===== config.mk =====
export PLATFORM = sky130hd
export DESIGN_NAME = pipe_ctrl
export DESIGN_NICKNAME = d
export VERILOG_FILES = /design/src/rtl/pipe_ctrl_pkg.sv /design/src/rtl/pipe_ctrl_hazard_unit.sv /design/src/rtl/pipe_ctrl.sv
export SDC_FILE = /design/constraint.sdc
export NUM_CORES = 1
export LEC_CHECK = 0
export ABC_AREA = 0
export BUFFER_PORTS_ARGS = -buffer_cell sky130_fd_sc_hd__buf_4
export CORE_ASPECT_RATIO = 1.2
export CORE_MARGIN = 2
export CORE_UTILIZATION = 35
export DETAILED_ROUTE_END_ITERATION = 12
export PLACE_DENSITY_LB_ADDON = 0.3
export SETUP_SLACK_MARGIN = 0.02
export SLEW_MARGIN = 20
export SYNTH_ARGS = -nofsm -noshare
export SYNTH_HDL_FRONTEND = slang
export SYNTH_SLANG_ARGS = --single-unit

===== constraint.sdc =====
create_clock -name clk -period 6.4 [get_ports clk]
set_clock_uncertainty 0.15 [all_clocks]
set_input_delay 1.28 -clock clk [delete_from_list [all_inputs] [get_ports clk]]
set_output_delay 1.28 -clock clk [all_outputs]
set_load 0.01 [all_outputs]

===== src/rtl/pipe_ctrl_pkg.sv =====
// Shared definitions for the pipeline controller: data/register widths and FSM encoding.
package pipe_ctrl_pkg;
  localparam int DATA_LEN = 32;
  localparam int REG_IDX  = 5;

  typedef enum logic [1:0] {
    ST_RUN      = 2'd0,
    ST_MEM_WAIT = 2'd1,
    ST_ERR      = 2'd2
  } state_t;
endpackage


===== src/rtl/pipe_ctrl_hazard_unit.sv =====
// Load-use hazard detector: flags an ID instruction that reads the load destination currently in EX.
module hazard_unit
  import pipe_ctrl_pkg::*;
(
  input  logic [REG_IDX-1:0] id_rs1_idx,
  input  logic [REG_IDX-1:0] id_rs2_idx,
  input  logic               id_rs1_used,
  input  logic               id_rs2_used,
  input  logic [REG_IDX-1:0] ex_rd_idx,
  input  logic               ex_rmem,
  output logic               load_use
);
  logic rs1_hit;
  logic rs2_hit;

  assign rs1_hit  = id_rs1_used && (id_rs1_idx == ex_rd_idx);
  assign rs2_hit  = id_rs2_used && (id_rs2_idx == ex_rd_idx);
  // x0 is hardwired to zero, so a load targeting it never creates a dependency.
  assign load_use = ex_rmem && (ex_rd_idx != '0) && (rs1_hit || rs2_hit);
endmodule


===== src/rtl/pipe_ctrl.sv =====
// Pipeline stall/flush controller: data-memory wait FSM with timeout, hazard priority, stall counter.
module pipe_ctrl
  import pipe_ctrl_pkg::*;
#(
  parameter int                  DMEM_TIMEOUT = 255,
  parameter logic [DATA_LEN-1:0] STALL_MAX    = 32'hFFFF_FFFF
) (
  input  logic                clk,
  input  logic                rst,
  input  logic [REG_IDX-1:0]  id_rs1_idx,
  input  logic [REG_IDX-1:0]  id_rs2_idx,
  input  logic                id_rs1_used,
  input  logic                id_rs2_used,
  input  logic [REG_IDX-1:0]  ex_rd_idx,
  input  logic                ex_rmem,
  input  logic                mem_rmem,
  input  logic                mem_wmem,
  output logic                dmem_req,
  input  logic                dmem_ack,
  input  logic                ex_redirect,
  output logic                hold_pc,
  output logic                hold_if_id,
  output logic                hold_id_ex,
  output logic                hold_ex_mem,
  output logic                flush_if_id,
  output logic                flush_id_ex,
  output logic                bubble_mem_wb,
  output logic                mem_err,
  output logic [DATA_LEN-1:0] stall_cycles,
  output state_t              state
);
  localparam int WCNT_W = $clog2(DMEM_TIMEOUT + 1);

  // dmem handshake: an access completes in the cycle where dmem_req and dmem_ack
  // are both high; dmem_req stays high from the first request cycle until then.
  state_t            next_state;
  logic [WCNT_W-1:0] wait_cnt;
  logic              mem_stall;
  logic              load_use;

  hazard_unit u_hazard (
    .id_rs1_idx (id_rs1_idx),
    .id_rs2_idx (id_rs2_idx),
    .id_rs1_used(id_rs1_used),
    .id_rs2_used(id_rs2_used),
    .ex_rd_idx  (ex_rd_idx),
    .ex_rmem    (ex_rmem),
    .load_use   (load_use)
  );

  always_comb begin
    next_state    = state;
    dmem_req      = 1'b0;
    hold_pc       = 1'b0;
    hold_if_id    = 1'b0;
    hold_id_ex    = 1'b0;
    hold_ex_mem   = 1'b0;
    flush_if_id   = 1'b0;
    flush_id_ex   = 1'b0;
    bubble_mem_wb = 1'b0;

    case (state)
      ST_RUN:      dmem_req = mem_rmem || mem_wmem;
      ST_MEM_WAIT: dmem_req = 1'b1;
      default:     dmem_req = 1'b0;
    endcase
    mem_stall = dmem_req && !dmem_ack;

    case (state)
      ST_RUN:      if (mem_stall) next_state = ST_MEM_WAIT;
      ST_MEM_WAIT: begin
        if (dmem_ack) next_state = ST_RUN;
        else if (wait_cnt == WCNT_W'(DMEM_TIMEOUT)) next_state = ST_ERR;
      end
      default:     next_state = ST_ERR;
    endcase

    // Memory stall freezes everything; redirect beats load-use.
    if (mem_stall || state == ST_ERR) begin
      hold_pc       = 1'b1;
      hold_if_id    = 1'b1;
      hold_id_ex    = 1'b1;
      hold_ex_mem   = 1'b1;
      bubble_mem_wb = 1'b1;
    end else if (ex_redirect) begin
      flush_if_id = 1'b1;
      flush_id_ex = 1'b1;
    end else if (load_use) begin
      hold_pc     = 1'b1;
      hold_if_id  = 1'b1;
      flush_id_ex = 1'b1;
    end
  end

  always_ff @(posedge clk or posedge rst) begin
    if (rst) begin
      state        <= ST_RUN;
      wait_cnt     <= '0;
      mem_err      <= 1'b0;
      stall_cycles <= '0;
    end else begin
      state <= next_state;
      if (state != ST_MEM_WAIT) wait_cnt <= '0;
      else if (wait_cnt != WCNT_W'(DMEM_TIMEOUT)) wait_cnt <= wait_cnt + 1'b1;
      if (next_state == ST_ERR) mem_err <= 1'b1;
      if (hold_pc && stall_cycles != STALL_MAX) stall_cycles <= stall_cycles + 1'b1;
    end
  end
endmodule


# --- Word-level counts from Yosys, hierarchy flattened ---
# Index checks and enable logic that the tools add are counted.
classes:
  addsub: 2
  eq_ne: 9
  n_mux: 15
  reduce_logical: 13
op_table:
  columns: ["operator", "n"]
  rows:
  - ["$add 32x1->32 const B", 1]
  - ["$ne 32x32->1 const B", 1]
  - ["$mux 8", 2]
  - ["$eq 5x5->1", 2]
  - ["$add 8x1->8 const B", 1]
  - ["$eq 8x8->1 const B", 1]
  - ["$mux 1", 8]
  - ["$ne 8x8->1 const B", 1]
  - ["$logic_and 1x1->1", 6]
  - ["$mux 2", 3]
  - ["$reduce_bool 5->1", 1]
  - ["$eq 2x2->1 const B", 2]
  - ["$pmux 2 s2", 1]
  - ["$logic_or 1x1->1", 3]
  - ["$eq 2x1->1 const B", 1]
  - ["$logic_not 2->1", 1]
  - ["$ne 2x1->1 const B", 1]
  - ["$pmux 1 s2", 1]
  - ["$reduce_bool 2->1", 1]
  - ["$logic_not 1->1", 1]
word_totals:
  ff_bits: 43
  elab_cells: 43

# --- Logic depth before layout (Yosys ltp) ---
depth:
  word_depth: 8
  depth_mapped: 9
  depth_no_buf: 8

# --- By module ---
# A second synthesis with hierarchy kept.
unflattened:
  cells_unflattened: 225
  area_unflattened_um2: 2338.5
modules_own_cells:
  columns: ["mod", "instances", "cells_per_inst", "area_each_um2", "seq_area_each_um2"]
  rows:
  - ["pipe_ctrl", 1, 208, 2204.6, 1076.0]
  - ["hazard_unit", 1, 17, 133.9, 0.0]

# --- Least setup slack after synthesis ---
# No wires, ideal clock.
synth_timing:
  path_kind: "input -> output"
  start: "input port ex_rd_idx[1]"
  end: "output port hold_pc"
  arrival_time_ns: 2.576
  required_ns: 4.970
  slack_ns: 2.394
  path_stages: 6
  path_cell_list: "or4_1 o21ai_0 nor2_1 a21oi_2 inv_1 buf_4"
synth_between:
  elab_chain_cells: 7
  elab_cells_between_ends: 11
  cone_classes: "eq/ne: 2; mux: 3; reduce/logical: 6"
synth_rtl:
  columns: ["item", "line", "text"]
  rows:
  - ["start, declared", "pipe_ctrl.sv:14", "input logic [REG_IDX-1:0] ex_rd_idx,"]
  - ["$eq 5x5->1 (on tied branches)", "pipe_ctrl_hazard_unit.sv:16, pipe_ctrl_hazard_unit.sv:17", null]
  - ["$logic_and 1x1->1 (on tied branches)", "pipe_ctrl_hazard_unit.sv:16, pipe_ctrl_hazard_unit.sv:17", null]
  - ["$logic_or 1x1->1", "pipe_ctrl_hazard_unit.sv:19", "assign load_use = ex_rmem && (ex_rd_idx != '0) && (rs1_hit || rs2_hit);"]
  - ["$logic_and 1x1->1 *", "pipe_ctrl_hazard_unit.sv:19", null]
  - ["$mux 1 * (3 in a row)", null, null]
  - ["end, declared", "pipe_ctrl.sv:21", "output logic hold_pc,"]
# Mark *: on every way between the ends. The rest lies on a longest branch, timed or not.

# --- Worst setup path in the final report ---
layout_timing:
  start: "input port ex_rd_idx[1]"
  end: "output port hold_if_id"
layout_between:
  elab_chain_cells: 7
  elab_cells_between_ends: 11
  cone_classes: "eq/ne: 2; mux: 3; reduce/logical: 6"
layout_rtl:
  columns: ["item", "line", "text"]
  rows:
  - ["$eq 5x5->1 (on tied branches)", "pipe_ctrl_hazard_unit.sv:16, pipe_ctrl_hazard_unit.sv:17", null]
  - ["$logic_and 1x1->1 (on tied branches)", "pipe_ctrl_hazard_unit.sv:16, pipe_ctrl_hazard_unit.sv:17", null]
  - ["$logic_or 1x1->1", "pipe_ctrl_hazard_unit.sv:19", null]
  - ["$logic_and 1x1->1 *", "pipe_ctrl_hazard_unit.sv:19", null]
  - ["$mux 1 *", "pipe_ctrl.sv:88", "end else if (load_use) begin"]
  - ["$mux 1 *", "pipe_ctrl.sv:85", "end else if (ex_redirect) begin"]
  - ["$mux 1 *", "pipe_ctrl.sv:79", "if (mem_stall || state == ST_ERR) begin"]
  - ["end, declared", "pipe_ctrl.sv:22", "output logic hold_if_id,"]
# Marked as above.

==> flow_summary.json <==
{
  "vias": 1832,
  "hp-class": "reg -> reg",
  "cts-buffers-inserted": 5,
  "setup_viol": 0,
  "cp_num_buf_inv": 3,
  "fmax_ghz": 0.2365,
  "final_max_slew_viol_count": 0,
  "drt_iter0_markers": 60,
  "grt_pass1_vias": 1849,
  "ys_ff_latch": 43,
  "met1_usage": 0.1804,
  "p_per_area_nw_per_um2": 215.1,
  "grt_max_degree": 44,
  "syn_area_um2": 2241,
  "cpMostUsedCell": "buf_4",
  "post_cts_resized": 0,
  "syn_avg_cell_area_um2": 10.23,
  "cts_root_buf": "clkbuf_8",
  "cp_max_fo": 5,
  "synth_warnings": 0,
  "drive_gt1_frac": 0.3080,
  "cpLargestDelayFamily": "simple AND/OR/NAND/NOR gates",
  "drc": 0,
  "nFillCells": 626,
  "slowest_delay_ns": 0.52,
  "start_util": 0.3657,
  "hold_buffers": 0,
  "fin_setup_tns_ns": 0,
  "gp_congestion": 0.8068,
  "cp.required_ns": 4.97,
  "maxCapViolCount": 0,
  "dr.pass1.iters": 4,
  "ctsHtreeMaxLevel": 2,
  "antenna_found_initial": 0,
  "core-area_um2": 6128,
  "syn_inst": 219,
  "fp.dieW_um": 77.05,
  "clock_sinks": 43,
  "grt_util_met2": 0.2749,
  "wirelength_um": 4934,
  "critPathCaptureType": "output pin",
  "dieArea_um2": 7062,
  "final_util": 0.4728,
  "die_y_um": 91.66,
  "seq_area_um2": 1076,
  "clock_path_buffers": 2,
  "post-cts-setup-buffer-count": 0,
  "min_period_ns": 4.228,
  "period_share": 0.6607,
  "seq_area_frac_synth": 0.4802,
  "peakVddDrop_mv": 0.09075,
  "fin_area_um2": 2898,
  "hold_depth": 1,
  "syn2layout_area_growth_pct": 29.31,
  "synth_edf_count": 0,
  "hp-start": "mem_err$_DFFE_PP0N_",
  "cp.arrival_ns": 2.80,
  "port_buffers": 66,
  "use_met3": 0.03445,
  "multiInputGateArea_um2": 1101,
  "timing.rr.end": "stall_cycles[30]$_DFFE_PP0P_",
  "slowest_stage": "or4_1",
  "min_to": "mem_err$_DFFE_PP0N_",
  "insertion_delay_ns": 0.30,
  "whs_ns": 0.3272,
  "ys_types": 37,
  "leakage_uw": 0.001350,
  "finalHoldViolCount": 0,
  "r2r_start": "stall_cycles[5]$_DFFE_PP0P_",
  "clkTransAtPathRegs_ns": 0.08,
  "r2r_slack_ns": 3.93,
  "place_hpwl_um": 3705,
  "num_rows": 31,
  "crit_type": "in -> out",
  "wire_per_inst_um": 13.30,
  "globalRouteTotalUtil": 0.1530,
  "worstRegToRegCells": 7,
  "antenna-diode-count": 0,
  "ant_nets": 0,
  "tightest_slew_ns": 0.8304,
  "status": "finished clean",
  "async_flop_share": 1.000,
  "grt_pass1_wl_um": 8618,
  "syn_nets": 245,
  "place_area_um2": 2805,
  "grt_most_used_layer": "met2",
  "gr-total-overflow": 0,
  "final_nets": 314,
  "pin_count": 67,
  "rsz0062_at_grt": "no",
  "critical_path.startpoint_type": "primary input",
  "cp_cell_sequence": "buf_4 -> or4_1 -> o21ai_0 -> nor2_1 -> a21oi_2 -> inv_1 -> buf_4",
  "vias_per_cell": 4.938,
  "synth_ff_type": "dfrtp_1",
  "maxSlewHeadroom": 0.4444,
  "cts_tree": "done"
}
==> kinds of logic after synthesis <==
family	after synthesis	synth area share
simple gates	103	0.2585
mux	1	0.004467
xor+xnor	43	0.1681
flops	43	0.4802
compound gates	16	0.04914
buf+inv	11	0.02848
fa+ha+maj	2	0.01117
==> stage by stage <==
stage,total power (µW),instances,setup slack (ns)
after floorplan,388.5,219,2.394
after global placement,451.1,363,2.224
after detailed placement,452.7,363,2.181
after CTS,632.4,371,2.175
after global routing,658.8,371,2.035
final,623.3,371,2.172
==> state kept, by name (all words and copies together) (netlist names) <==
register      count
state             2
wait_cnt          8
stall_cycles     32
mem_err           1
==> cell usage in the layout, fill, tap and decap left out, types with 3 or more instances in the layout <==
cell	Yosys	layout
nand3_1	15	15
nor2b_1	3	3
buf_4	4	67
xnor2_1	35	35
o21ai_0	5	5
nor2_1	20	20
nand2_1	19	19
xor2_1	8	8
dfrtp_1	43	43
nand3_2	4	4
nor3_1	7	7
nand4_1	15	15
and3_1	5	5
inv_1	6	6
clkbuf_8	0	5
==> per-layer routing <==
metal  vias to the layer above  part of all wire
met1                       870              0.42
li1                        897                 -
met3                         6             0.056
met2                        59              0.51
met4                         0             0.015
met5                         -                 0
==> worst max-delay path by stage <==
stage | cells past startpoint | endpoint | slack (ns) | startpoint
global route | 8 | hold_if_id | 2.03 | mem_wmem
CTS | 7 | hold_if_id | 2.18 | ex_rd_idx[1]
global placement | 7 | hold_pc | 2.22 | ex_rd_idx[1]
finish | 7 | hold_if_id | 2.17 | ex_rd_idx[1]
floorplan | 6 | hold_pc | 2.39 | ex_rd_idx[1]
detailed placement | 7 | hold_if_id | 2.18 | ex_rd_idx[1]
==> cells in the mapped netlist, types with 2 or more instances <==
| cell type | count | area [µm²] |
|---|---|---|
| a21oi_1 | 2 | 10.01 |
| or3_1 | 2 | 12.51 |
| o41ai_1 | 2 | 17.52 |
| nor2_1 | 20 | 75.07 |
| nor3_1 | 7 | 35.03 |
| nand2b_1 | 2 | 12.51 |
| buf_4 | 4 | 30.03 |
| a21oi_2 | 2 | 17.52 |
| nand2_1 | 19 | 71.32 |
| dfrtp_1 | 43 | 1076 |
| o21ai_0 | 5 | 25.02 |
| nor4_2 | 2 | 25.02 |
| nor2b_1 | 3 | 18.77 |
| xor2_1 | 8 | 70.07 |
| nand3_2 | 4 | 40.04 |
| ha_1 | 2 | 25.02 |
| inv_1 | 6 | 22.52 |
| nand3_1 | 15 | 75.07 |
| xnor2_1 | 35 | 306.5 |
| and3_1 | 5 | 31.28 |
| nand4_1 | 15 | 93.84 |
==> power by group <==
| part | internal [µW] | switching (µW) |
|---|---|---|
| Clock | 78.1 | 100 |
| Sequential | 293 | 30.0 |
| Combinational | 63.3 | 58.9 |
==> final cells by class <==
class | count | share of cell area
Timing Repair Buffer | 67 | 0.1736
Multi-Input combinational cell | 165 | 0.3800
Tap cell | 82 | 0.03541
Sequential cell | 43 | 0.3713
Inverter | 6 | 0.007772
Clock inverter | 3 | 0.008204
Clock buffer | 5 | 0.02375
No activity file was read; power rests on OpenSTA's default activity.
